[src/rtl/univ_reg_pkg.sv]
// ----------------------------------------------------------------------------
// univ_reg_pkg
//   Shared definitions for the universal register (univ_reg) and its
//   next-state logic (univ_reg_next). Holds the 3-bit operation encodings
//   used on the op port.
//
//   Contents:
//     OP_HOLD .. OP_DEC  3-bit op select constants
//     OP_W               width of the op field
// ----------------------------------------------------------------------------
package univ_reg_pkg;

    localparam int OP_W = 3;

    localparam logic [OP_W-1:0] OP_HOLD = 3'b000;  // q <= q
    localparam logic [OP_W-1:0] OP_LOAD = 3'b001;  // q <= d
    localparam logic [OP_W-1:0] OP_SHL  = 3'b010;  // shift left, sin_l enters bit 0
    localparam logic [OP_W-1:0] OP_SHR  = 3'b011;  // shift right, sin_r enters MSB
    localparam logic [OP_W-1:0] OP_ROL  = 3'b100;  // rotate left
    localparam logic [OP_W-1:0] OP_ROR  = 3'b101;  // rotate right
    localparam logic [OP_W-1:0] OP_INC  = 3'b110;  // q <= q + 1 (mod 2^WIDTH)
    localparam logic [OP_W-1:0] OP_DEC  = 3'b111;  // q <= q - 1 (mod 2^WIDTH)

endpackage : univ_reg_pkg

[src/rtl/univ_reg_next.sv]
// ----------------------------------------------------------------------------
// univ_reg_next
//   Purely combinational next-state logic for univ_reg. Given the current
//   register value and the operation select it produces the value the
//   register takes when enabled, plus the next value of the wrap flag.
//   Enable and clear priority are handled by the caller.
//
//   Ports:
//     q          in   WIDTH  current register contents
//     d          in   WIDTH  parallel load data
//     op         in   3      operation select (see univ_reg_pkg)
//     sin_l      in   1      serial bit entering bit 0 on SHL
//     sin_r      in   1      serial bit entering bit WIDTH-1 on SHR
//     q_next     out  WIDTH  next register value
//     wrap_next  out  1      1 when INC from all-ones or DEC from zero
// ----------------------------------------------------------------------------
module univ_reg_next
    import univ_reg_pkg::*;
#(
    parameter int WIDTH = 8
) (
    input  logic [WIDTH-1:0] q,
    input  logic [WIDTH-1:0] d,
    input  logic [OP_W-1:0]  op,
    input  logic             sin_l,
    input  logic             sin_r,
    output logic [WIDTH-1:0] q_next,
    output logic             wrap_next
);

    logic q_all_ones;
    logic q_is_zero;

    assign q_all_ones = &q;
    assign q_is_zero  = ~|q;

    always_comb begin
        q_next    = q;
        wrap_next = 1'b0;
        case (op)
            OP_HOLD: q_next = q;
            OP_LOAD: q_next = d;
            OP_SHL:  q_next = {q[WIDTH-2:0], sin_l};
            OP_SHR:  q_next = {sin_r, q[WIDTH-1:1]};
            OP_ROL:  q_next = {q[WIDTH-2:0], q[WIDTH-1]};
            OP_ROR:  q_next = {q[0], q[WIDTH-1:1]};
            OP_INC: begin
                // Natural WIDTH-bit overflow gives the modulo behaviour.
                q_next    = q + WIDTH'(1);
                wrap_next = q_all_ones;
            end
            OP_DEC: begin
                q_next    = q - WIDTH'(1);
                wrap_next = q_is_zero;
            end
            default: begin
                q_next    = q;
                wrap_next = 1'b0;
            end
        endcase
    end

endmodule : univ_reg_next

[src/rtl/univ_reg.sv]
// ----------------------------------------------------------------------------
// univ_reg
//   WIDTH-bit universal register: hold, parallel load, shift left/right with
//   serial inputs, rotate left/right, increment and decrement, with a
//   synchronous clear, a synchronous enable and an asynchronous active-low
//   reset to RESET_VAL.
//
//   Priority at each rising clk edge: clr, then en, then op.
//
//   Ports:
//     clk      in   1      rising-edge clock
//     reset_n  in   1      asynchronous active-low reset (q <= RESET_VAL)
//     en       in   1      synchronous enable; 0 holds q
//     clr      in   1      synchronous clear to 0, overrides en/op
//     op       in   3      operation select (see univ_reg_pkg)
//     d        in   WIDTH  parallel load data
//     sin_l    in   1      serial input for shift-left
//     sin_r    in   1      serial input for shift-right
//     q        out  WIDTH  register contents
//     sout_l   out  1      q[WIDTH-1]
//     sout_r   out  1      q[0]
//     zero     out  1      q == 0 (combinational)
//     wrap     out  1      registered; pulses after INC from all-ones or
//                          DEC from zero
// ----------------------------------------------------------------------------
module univ_reg
    import univ_reg_pkg::*;
#(
    parameter int               WIDTH     = 8,
    parameter logic [WIDTH-1:0] RESET_VAL = '0
) (
    input  logic             clk,
    input  logic             reset_n,
    input  logic             en,
    input  logic             clr,
    input  logic [OP_W-1:0]  op,
    input  logic [WIDTH-1:0] d,
    input  logic             sin_l,
    input  logic             sin_r,
    output logic [WIDTH-1:0] q,
    output logic             sout_l,
    output logic             sout_r,
    output logic             zero,
    output logic             wrap
);

    logic [WIDTH-1:0] q_r;
    logic             wrap_r;
    logic [WIDTH-1:0] q_next;
    logic             wrap_next;

    univ_reg_next #(
        .WIDTH (WIDTH)
    ) u_next (
        .q         (q_r),
        .d         (d),
        .op        (op),
        .sin_l     (sin_l),
        .sin_r     (sin_r),
        .q_next    (q_next),
        .wrap_next (wrap_next)
    );

    // State flops. wrap is only ever a one-cycle pulse: any edge that does
    // not perform a wrapping INC/DEC drops it.
    always_ff @(posedge clk or negedge reset_n) begin
        if (!reset_n) begin
            q_r    <= RESET_VAL;
            wrap_r <= 1'b0;
        end else if (clr) begin
            q_r    <= '0;
            wrap_r <= 1'b0;
        end else if (!en) begin
            wrap_r <= 1'b0;
        end else begin
            q_r    <= q_next;
            wrap_r <= wrap_next;
        end
    end

    assign q      = q_r;
    assign wrap   = wrap_r;
    assign sout_l = q_r[WIDTH-1];
    assign sout_r = q_r[0];
    assign zero   = ~|q_r;

endmodule : univ_reg

[config.mk]
export PLATFORM = sky130hd
export DESIGN_NAME = univ_reg
export DESIGN_NICKNAME = d
export VERILOG_FILES = /design/src/rtl/univ_reg_pkg.sv /design/src/rtl/univ_reg_next.sv /design/src/rtl/univ_reg.sv
export SDC_FILE = /design/constraint.sdc
export NUM_CORES = 1
export LEC_CHECK = 0
export BUFFER_PORTS_ARGS = -buffer_cell sky130_fd_sc_hd__buf_2
export CAP_MARGIN = 20
export CORE_MARGIN = 5
export CORE_UTILIZATION = 46
export CTS_CLUSTER_DIAMETER = 80
export DETAILED_ROUTE_END_ITERATION = 16
export PLACE_DENSITY = 0.81
export SLEW_MARGIN = 40
export SYNTH_ARGS = -nofsm -noshare
export SYNTH_HDL_FRONTEND = slang
export SYNTH_SLANG_ARGS = --single-unit
[constraint.sdc]
create_clock -name clk -period 2 [get_ports clk]
set_input_delay 0.1 -clock clk [delete_from_list [all_inputs] [get_ports clk]]
set_output_delay 0.1 -clock clk [all_outputs]
set_load 0.01 [all_outputs]
==> Implementation_results.wiki <==
{| class="wikitable"
! Metric !! Value
|-
| Result of the run || completed
|-
| Number of buffers created by CTS || 3
|-
| Startpoint type of the worst setup path || flop
|-
| Final worst slack || 0.110 ns
|-
| Site Rows || 17
|-
| Count of endpoints failing hold in the final timing report || 0
|-
| Synthesis-to-layout area growth || 19.3%
|-
| Startpoint of the worst-slack reg-to-reg timing path || q[4]
|-
| Clock insertion delay at the later pin of the skew report || 0.27 ns
|-
| Post-Synthesis Cells || 133
|-
| Type of destination of the critical path || flop
|-
| Synth Net Count || 151
|-
| Average wire length per cell after detail routing || 15.5 µm
|-
| Number of flops mapped to enable cells by yosys || 0
|-
| Average footprint of a synthesized cell || 7.74 µm²
|-
| CP Class || flop to flop
|-
| Dominant synthesized flop cell || sky130_fd_sc_hd__dfrtp_1
|-
| Via count of the first global-routing pass || 1105
|-
| Routability congestion estimate from global placement || 0.937
|-
| Core Footprint || 0.00217 mm²
|-
| First-pass GRT wire length || 4810 µm
|-
| Most common library cell in the layout ignoring fill and taps || sky130_fd_sc_hd__buf_2
|-
| IR Drop Worst-Case VDD || 0.000199 V
|-
| Layout net count || 178
|-
| Post-Route Utilization || 56.6%
|-
| Final sum of negative setup slack || 0 ns
|-
| Synthesis-stage register bit count || 9
|-
| Total routing resource utilization after global routing || 18.3%
|-
| TritonCTS clock tree || built
|-
| Cells along the critical path || or4_4 > or4_4 > a211o_1 > o211ai_1
|-
| Worst-path fanout max || 5
|-
| Top post-synthesis cells by area || sky130_fd_sc_hd__dfrtp_1, sky130_fd_sc_hd__mux2i_1, sky130_fd_sc_hd__o21ai_0
|-
| Warning count from the yosys run || 0
|-
| Worst min-delay path endpoint || q[0]
|-
| Antenna cell count || 0
|-
| DPL Wire Length || 2160 µm
|-
| Vert. Die Dim || 57.3 µm
|-
| Via count || 1163
|-
| Number of distinct standard cells referenced by the synthesized netlist || 51
|-
| Delay of the slowest cell on the worst path || 0.57 ns
|-
| I/O pins || 29
|-
| Remaining global-route overflow || 0
|-
| Worst Tran Pin Value || 0.331 ns
|-
| Sequential area share after synthesis || 21.9%
|-
| Post-Place Setup Slack || 0.126 ns
|-
| Number of sinks on the clock net || 9
|-
| Proportion of layout cells with a drive suffix above 1 || 31.4%
|-
| Initial detailed-routing violation count || 32
|-
| Die outline area || 0.00329 mm²
|-
| Static Leakage || 0.567 nW
|-
| RSZ-0062 raised after global routing || no
|-
| Master of the slowest instance on the critical path || sky130_fd_sc_hd__or4_4
|-
| Worst Reg2Reg Path Length in Cells || 4
|-
| Worst-case clock buffer depth || 2
|-
| Hold_buf cts || 1
|-
| Worst Hold Margin || 0.174 ns
|-
| Class of the tightest hold or removal check || input port to flop
|-
| Port buffer count || 28
|-
| CTS root buffer || sky130_fd_sc_hd__clkbuf_4
|-
| DRT Pass-1 Iters || 4
|-
| Post-CTS repair timing setup buffer count || 0
|-
| Total of fill cells in the finished design || 209
|-
| Data arrival, critical path || 2.08 ns
|-
| Cell repeated most along the worst path || sky130_fd_sc_hd__or4_4
|-
| Largest net degree at the start of global routing || 26
|-
| Power per cell area || 486 mW/mm²
|-
| Final wirelength || 2900 µm
|-
| Drt drc || 0
|-
| Post-synth design cell area || 0.00103 mm²
|-
| Cell accounting for the most synthesized area || sky130_fd_sc_hd__dfrtp_1
|-
| Initial standard-cell utilization of the core || 47.5%
|-
| Commonest cells after routing, fill and taps aside || sky130_fd_sc_hd__buf_2, sky130_fd_sc_hd__buf_4, sky130_fd_sc_hd__dfrtp_1
|-
| Clock slew at reported path FFs || 0.06 ns
|-
| Via density per instance || 6.22
|-
| Final worst path period need || 1.89 ns
|-
| Depth of the CTS H-tree || 1
|-
| Multi-input combinational cell area || 713 µm²
|-
| Period utilisation layout || 94.5%
|-
| Max Clock Skew || 0.00303 ns
|-
| Register Area || 225 µm²
|-
| Async SR Flop Fraction || 100%
|-
| Maximum operating frequency || 529 MHz
|-
| Setup-failing EPs final || 0
|-
| Die width || 57.3 µm
|-
| Count of cells along the worst hold path || 3
|-
| End of the worst register-to-register path || q[6]
|-
| Number of gates given a new drive strength after cts || 0
|-
| Number of routed nets with antenna violations || 0
|-
| Portion of synthesized cell area occupied by the leading cell type || 21.9%
|-
| Setup slack, reg-to-reg || 0.11 ns
|-
| Slew Viols, Final || 0
|-
| Number of antenna violations at the first check in global routing || 0
|-
| Min-delay src || d[0]
|-
| Worst slew margin || 77.9%
|-
| CP required || 2.19 ns
|-
| Max-cap check violation count || 0
|}
metal layers:
metal  part of all wire [%]  global-route usage, %  up-vias
met2                     48                   29.5       57
met5                      0                      0        -
met4                    3.7                   13.2        0
met3                    7.2                   1.13       11
met1                     41                   23.0      539
li1                       -                      -      556
Yosys cell counts (3+ instances only):
cell                        n
sky130_fd_sc_hd__nor3_1     5
sky130_fd_sc_hd__mux2i_1    7
sky130_fd_sc_hd__o21ai_0    8
sky130_fd_sc_hd__o211ai_1   3
sky130_fd_sc_hd__nand2_1    7
sky130_fd_sc_hd__clkbuf_1  10
sky130_fd_sc_hd__nand4_1    3
sky130_fd_sc_hd__nor2_1     7
sky130_fd_sc_hd__nand3_1    7
sky130_fd_sc_hd__a21oi_1    3
sky130_fd_sc_hd__or3_1      5
sky130_fd_sc_hd__inv_1      3
sky130_fd_sc_hd__nor2b_1    5
sky130_fd_sc_hd__dfrtp_1    9
sky130_fd_sc_hd__nand2b_1   4
sky130_fd_sc_hd__buf_4      3
kinds of logic after synthesis:
group	Yosys count	synth area share, %
simple gates	57	32.0
mux	7	6.80
xor+xnor	2	1.70
compound gates	38	27.6
fa+ha+maj	1	1.21
flops	9	21.9
buf+inv	19	8.87
sequential cells by signal, indices dropped and copies added, names as in the netlist:
register  cells
q             8
wrap          1
final cells by class:
class | instances | share of cell area [%]
clock buffers | 4 | 2.14
inverters | 3 | 0.916
multi-input cells | 105 | 58.0
flip-flops and latches | 9 | 18.3
well taps | 28 | 2.85
repair buffers | 38 | 17.7
stage by stage:
step / std cells / total power [mW] / cell area (µm²)
global route: 187 / 0.635 / 1230
finish: 187 / 0.597 / 1230
global placement: 182 / 0.444 / 1190
CTS: 187 / 0.599 / 1230
floorplan: 133 / 0.374 / 1030
detailed placement: 182 / 0.452 / 1190
how the worst max path moves through the flow:
| stage | from | endpoint | slack, ns | depth (start not counted) |
|---|---|---|---|---|
| floorplan | q[3] | q[6] | 0.0009 | 5 |
| global placement | q[4] | q[6] | 0.17 | 4 |
| detailed placement | q[4] | q[6] | 0.13 | 4 |
| CTS | q[4] | q[6] | 0.11 | 4 |
| global route | q[4] | q[6] | 0.06 | 4 |
| finish | q[4] | q[6] | 0.11 | 4 |
where the power goes:
part / switching, mW / internal (mW)
sequential: 0.0172 / 0.194
clock: 0.0666 / 0.0771
combinational: 0.131 / 0.112
critical path: cells and delay by family, from the launching register on:
family	cells	cell delay, ns
and+or+nand+nor	2	1.07
DFF	1	0.38
AOI/OAI and AO/OA	2	0.35
Power figures use the tool's default switching activity.
